`config.mk`:
```
export PLATFORM = sky130hd
export DESIGN_NAME = fifo_write_logic
export DESIGN_NICKNAME = d
export VERILOG_FILES = /design/src/rtl/fifo_write_logic.sv
export SDC_FILE = /design/constraint.sdc
export NUM_CORES = 1
export LEC_CHECK = 0
export ABC_CLOCK_PERIOD_IN_PS = 2500
export CORE_AREA = 4 4 41 43
export CTS_BUF_LIST = sky130_fd_sc_hd__clkbuf_16
export DETAILED_ROUTE_END_ITERATION = 6
export DIE_AREA = 0 0 45 47
export PLACE_DENSITY = 0.68
export RECOVER_POWER = 100
export SYNTH_ARGS = -nofsm -noshare
export SYNTH_HDL_FRONTEND = slang
export SYNTH_SLANG_ARGS = --single-unit
export TNS_END_PERCENT = 50
```
`constraint.sdc`:
```
create_clock -name clk -period 2.5 [get_ports clk]
set_clock_uncertainty 0.05 [all_clocks]
set_input_delay 0.5 -clock clk [delete_from_list [all_inputs] [get_ports clk]]
set_output_delay 0.5 -clock clk [all_outputs]
set_load 0.05 [all_outputs]
```
`src/rtl/fifo_write_logic.sv`:
```
// Write-side pointer, full flag and fill-level controller for the async FIFO.
// Optional sticky overflow flag (port wovf) is built when WFIFO_OVERFLOW_EN is defined.
//
// state  | meaning
// W_OPEN | at least one free slot, writes accepted
// W_FULL | all 2^PTR_SZ slots occupied, writes dropped
module fifo_write_logic #(
  parameter int PTR_SZ = 2
) (
  input  logic              clk,
  input  logic              rst,
  input  logic              winc,
  input  logic [PTR_SZ:0]   wq2_raddr,
  output logic              wfull,
  output logic              write_en,
  output logic [PTR_SZ-1:0] waddr,
  output logic [PTR_SZ:0]   waddr_gray,
`ifdef WFIFO_OVERFLOW_EN
  output logic              wovf,
`endif
  output logic [PTR_SZ:0]   wlevel
);

  typedef enum logic {
    W_OPEN = 1'b0,
    W_FULL = 1'b1
  } state_t;

  state_t            state_q, state_d;
  logic [PTR_SZ:0]   wbin_q, wbin_d;
  logic [PTR_SZ:0]   wgray_q, wgray_d;
  logic [PTR_SZ:0]   wlevel_q, wlevel_d;
  logic [PTR_SZ:0]   full_cmp;
  logic [PTR_SZ:0]   rbin;

  function automatic logic [PTR_SZ:0] gray2bin(input logic [PTR_SZ:0] g);
    logic [PTR_SZ:0] b;
    b[PTR_SZ] = g[PTR_SZ];
    for (int i = PTR_SZ - 1; i >= 0; i--) begin
      b[i] = b[i+1] ^ g[i];
    end
    return b;
  endfunction

  assign wfull      = (state_q == W_FULL);
  assign waddr      = wbin_q[PTR_SZ-1:0];
  assign waddr_gray = wgray_q;
  assign wlevel     = wlevel_q;

  // Full when the next write pointer sits exactly one lap ahead of the read pointer.
  assign full_cmp = {~wq2_raddr[PTR_SZ:PTR_SZ-1], wq2_raddr[PTR_SZ-2:0]};
  assign rbin     = gray2bin(wq2_raddr);

  always_comb begin
    write_en = rst & winc & ~wfull;
    wbin_d   = wbin_q + {{PTR_SZ{1'b0}}, write_en};
    wgray_d  = (wbin_d >> 1) ^ wbin_d;
    wlevel_d = wbin_d - rbin;
    state_d  = state_q;
    case (state_q)
      W_OPEN:  if (wgray_d == full_cmp) state_d = W_FULL;
      W_FULL:  if (wgray_d != full_cmp) state_d = W_OPEN;
      default: state_d = W_OPEN;
    endcase
  end

  always_ff @(posedge clk) begin
    if (!rst) begin
      state_q  <= W_OPEN;
      wbin_q   <= '0;
      wgray_q  <= '0;
      wlevel_q <= '0;
    end else begin
      state_q  <= state_d;
      wbin_q   <= wbin_d;
      wgray_q  <= wgray_d;
      wlevel_q <= wlevel_d;
    end
  end

`ifdef WFIFO_OVERFLOW_EN
  logic wovf_q;

  always_ff @(posedge clk) begin
    if (!rst) begin
      wovf_q <= 1'b0;
    end else if (winc && wfull) begin
      wovf_q <= 1'b1;
    end
  end

  assign wovf = wovf_q;
`endif

endmodule

```
== Yosys cells after proc, flatten, opt, wreduce, memory -nomap -nowiden ==
Index checks and enable logic that the tools add are counted.
Storage, ports and cells
  flip-flop bits (word level): 10
  output and inout port bits: 10
  word-level logic and storage cells: 18
Operators by class
  $add $sub $neg: 2
  equal/unequal tests: 2
  mux-type cells: 3
  bitwise logic cells: 7
Operators with widths (count)
  3-bit by 1-bit adder with 3-bit output: 1
  3-bit == test: 1
  3-bit != test: 1
  3-bit subtractor: 1
  2-bit by 3-bit XOR with 3-bit output: 1
  1-bit AND: 2
  1-bit 2-to-1 mux: 2
  2-bit NOT: 1
  1-bit one-hot mux with 2 select lines: 1
  1-bit XOR: 2
  1-bit NOT: 1

== Depth between registers and ports, before layout ==
  word-level depth: 7
  mapped depth: 9

== Worst setup path after synthesis ==
OpenSTA, ideal clock, no wires.
  path type: register to register
  start point: register state_q, in the netlist wfull
  end point: register wlevel_q[2], in the netlist wlevel[2]
  setup time: 115 ps
  arrival time: 2625 ps
  data required time: 2335 ps
  slack: -290 ps
  cell stages (with the launch flop): 9
  path buffers: 0
  clock period less this slack: 2790 ps
  cells stage by stage: dfxtp_1 nor2_1 ha_1 ha_1 inv_1 fa_1 xor2_1 xnor2_1 and2_1
Between the ends
  longest elaborated chain between the ends: 4
RTL lines
  from (decl): RTL line 29  | state_t state_q, state_d;
  from (signal assigned): RTL line 74  | state_q <= state_d;
  1-bit NOT
  1-bit AND: RTL line 55  | write_en = rst & winc & ~wfull;
  named net write_en: RTL line 15  | output logic write_en,
  3-bit by 1-bit adder with 3-bit output: RTL line 56  | wbin_d = wbin_q + {{PTR_SZ{1'b0}}, write_en};
  named net wbin_d[1]: RTL line 30  | logic [PTR_SZ:0] wbin_q, wbin_d;
  3-bit subtractor: RTL line 58  | wlevel_d = wbin_d - rbin;
  to (signal assigned): RTL line 77  | wlevel_q <= wlevel_d;
  to (decl): RTL line 32  | logic [PTR_SZ:0] wlevel_q, wlevel_d;
The timed path passes the listed nets, and every way through them passes these cells.
A chain may end at the register's enable or synchronous reset.

== Worst setup path after layout ==
  start point: input winc
  end point: register wlevel_q[2], in the netlist wlevel[2]
Between the ends
  longest elaborated chain between the ends: 4
RTL lines
  from (decl): RTL line 12  | input logic winc,
  1-bit AND (2 in a row): RTL line 55
  3-bit by 1-bit adder with 3-bit output: RTL line 56
  named net wbin_d[1]: RTL line 30
  3-bit subtractor: RTL line 58
The timed path passes the listed nets, and every way through them passes these cells.

==> metrics <==
status=finished clean; Hold Violations, Final=0; H-tree Lvls=1; clk buf depth=2; Mapped Area=a little over 400 µm²; final worst path period share=0.960; Max stage delay cell, worst path=clkdlybuf4s50_1; DR DRC count=0; Post-Synth Simple-Gate Area=0.173; Yosys warnings=0; Worst-Margin Slew=0.507 ns; CTS tree=built; Slew HR=0.661; worst hold slack=roughly 0.58 ns; Final HPWL DP=~650 µm; ANT nets after route=0; Clock Tree Root=clkbuf_16; Final min period=approximately 2.4 ns; WP depth=10; n_diodes=0; XOR/XNOR share of the synthesized area=0.209; CTS Hold Bufs=0; Placer Congestion=0.674; CTS Sinks=9; routed vias=between 300 and 400; Final setup viols=0; RSZ-0062 raised after global routing=false; Detailed Route WL=around 840 µm; MaxCap Viol Count=0; CP Max Fanout=2; Post-CTS Repair Setup Buffers=0; gr usage total=0.101; WL/cell=around 11 µm; total power=598 µW; #FFs+latches synth=9; Worst-path clk slew=approximately 0.04 ns; Clock Latency Late Sink=around 0.23 ns; port bufs=15; crit-path cells=clkdlybuf4s50_1 -> nand2_2 -> nor2_4 -> ha_1 -> ha_4 -> inv_1 -> fa_1 -> xor2_1 -> xnor2_1 -> and2_1; Placement Setup Slack=-0.141 ns; largest family of logic cells by synthesized area=XOR/XNOR gates; Req. time, crit path=around 2.6 ns; Post-layout nets=74; post-route insts no fill=78; Hold Crit Class=flop to flop; Peak VDD IR=around 410 µV; Unique masters post-synth=15; Syn Inst Count=37; Die Span Y=47 µm; PD cells=between 800 and 900 nW/µm²; TritonRoute pass-1 iters=1; vias per cell=roughly 4.2; global route overflow=0; worst path arrival time=roughly 2.5 ns; Leak=0.000344 µW; length in cells of the worst reg-to-reg path=8; dpl cells=74; initial DRC count=0; Core Area=1300 µm²; crit end category=flop; area delta synth->final=79.1%; compound-gate portion of the synthesized area=0.0242; post-synthesis mux area share=0; delay-heaviest family, CP=adder cells; Synth Area in Adders=0.139; io pins=16; Peak Freq=0.417 GHz; Slew Limit Fails=0; Initial Util=0.317; # fillers=around 130; worst hold path cell count=2; largest net degree at the start of global routing=10; vias in the first global route=310; share of cells above drive strength 1=0.254; Mean Syn Cell Area=11.2 µm²; post-synthesis sequential area ratio=0.436; Row Count=13; final setup margin=about 0.099 ns; first-pass GRT wire length=approximately 1500 µm; initial antenna violation count=0; crit path buf inv count=2; die width=roughly 45 µm; element type at the critical path start=primary input; CTS buffer count=3; crit-path max cell delay=about 0.43 ns; final design utilization=0.568; die area=2120 µm²; syn_nets=47; Worst Setup Path Type=primary input to flop
cells by family after synthesis:
logic type,Yosys count
xor gates and xnor gates,9
and+or+nand+nor,12
DFF,9
adders and majority gates,4
buffers and inverters,2
AOI/OAI and AO/OA,1
cell type report:
cell class | count | area [µm²] | area share
sequential | 9 | 181 | 0.245
inverter | 2 | 7.51 | 0.0102
multi-input combinational | 26 | 248 | 0.335
clock inverter | 1 | 3.75 | 0.00508
timing repair buffer | 22 | 205 | 0.277
tap | 15 | 18.8 | 0.0254
clock buffer | 3 | 75.1 | 0.102
worst reg2reg max path, cell delays in order (launching register included):
cell     delay [ns]
dfxtp_2        0.34
nor2_4         0.05
ha_1           0.22
ha_4           0.28
inv_1          0.05
fa_1           0.42
xor2_1         0.16
xnor2_1        0.12
and2_1         0.16
repair_timing:
item,in CTS,in global routing
endpoints found under the hold margin,0,0
setup endpoints to repair,0,1
gates resized for setup,0,2
state kept, by name, summed over array words and instances, names as in the netlist:
| name | count |
|---|---|
| waddr_gray | 2 |
| wbin_q | 3 |
| wfull | 1 |
| wlevel | 3 |
cell usage in the layout, fill, tap and decap left out, drive strengths merged, types with 4 or more instances in the layout:
master and instances:
dlygate4sd3 9, dfxtp 9, buf 6, xor2 5, clkdlybuf4s50 5, and2 5
clkbuf 5, xnor2 4
report_power, final:
group          internal, µW  leakage (µW)  switching [µW]  total, µW
registers               160     0.0000744            4.53        164
clock network           208     0.0000423            64.6        273
logic                  65.9      0.000228            95.3        161
synthesized netlist by cell type (all sizes together):
master  instances  area (µm²)
and2            5        33.8
nor3            1        5.00
nor2            1        3.75
nor2b           3        18.8
xnor2           4        42.6
o211a           1        10.0
inv             2        7.51
xor2            5        43.8
nand2           1        3.75
and3            1        6.26
fa              1        20.0
dfxtp           9         180
ha              3        37.5
metal layers:
layer	track usage	wire [µm]	part of all wire
met3	0.0230	35	0.042
met2	0.169	446	0.53
met5	0	0	0
met1	0.107	344	0.41
met4	0.0877	14	0.017
metrics by stage:
stage	setup TNS, ns	instance area [µm²]
6_report	0	739
4_1_cts	0	732
3_3_place_gp	-0.143	653
2_1_floorplan	0	422
3_5_place_dp	-0.141	653
5_1_grt	0	739
final timing paths:
path                        startpoint                    to  slack, ns
setup / recovery                  winc  wlevel[2]$_SDFF_PN0_        0.1
hold / removal    wbin_q[2]$_SDFF_PN0_  wbin_q[2]$_SDFF_PN0_       0.58
setup reg to reg      wfull$_SDFF_PN0_  wlevel[2]$_SDFF_PN0_       0.54
hold reg to reg   wbin_q[2]$_SDFF_PN0_  wbin_q[2]$_SDFF_PN0_       0.58
No activity file was read; power rests on OpenSTA's default activity.
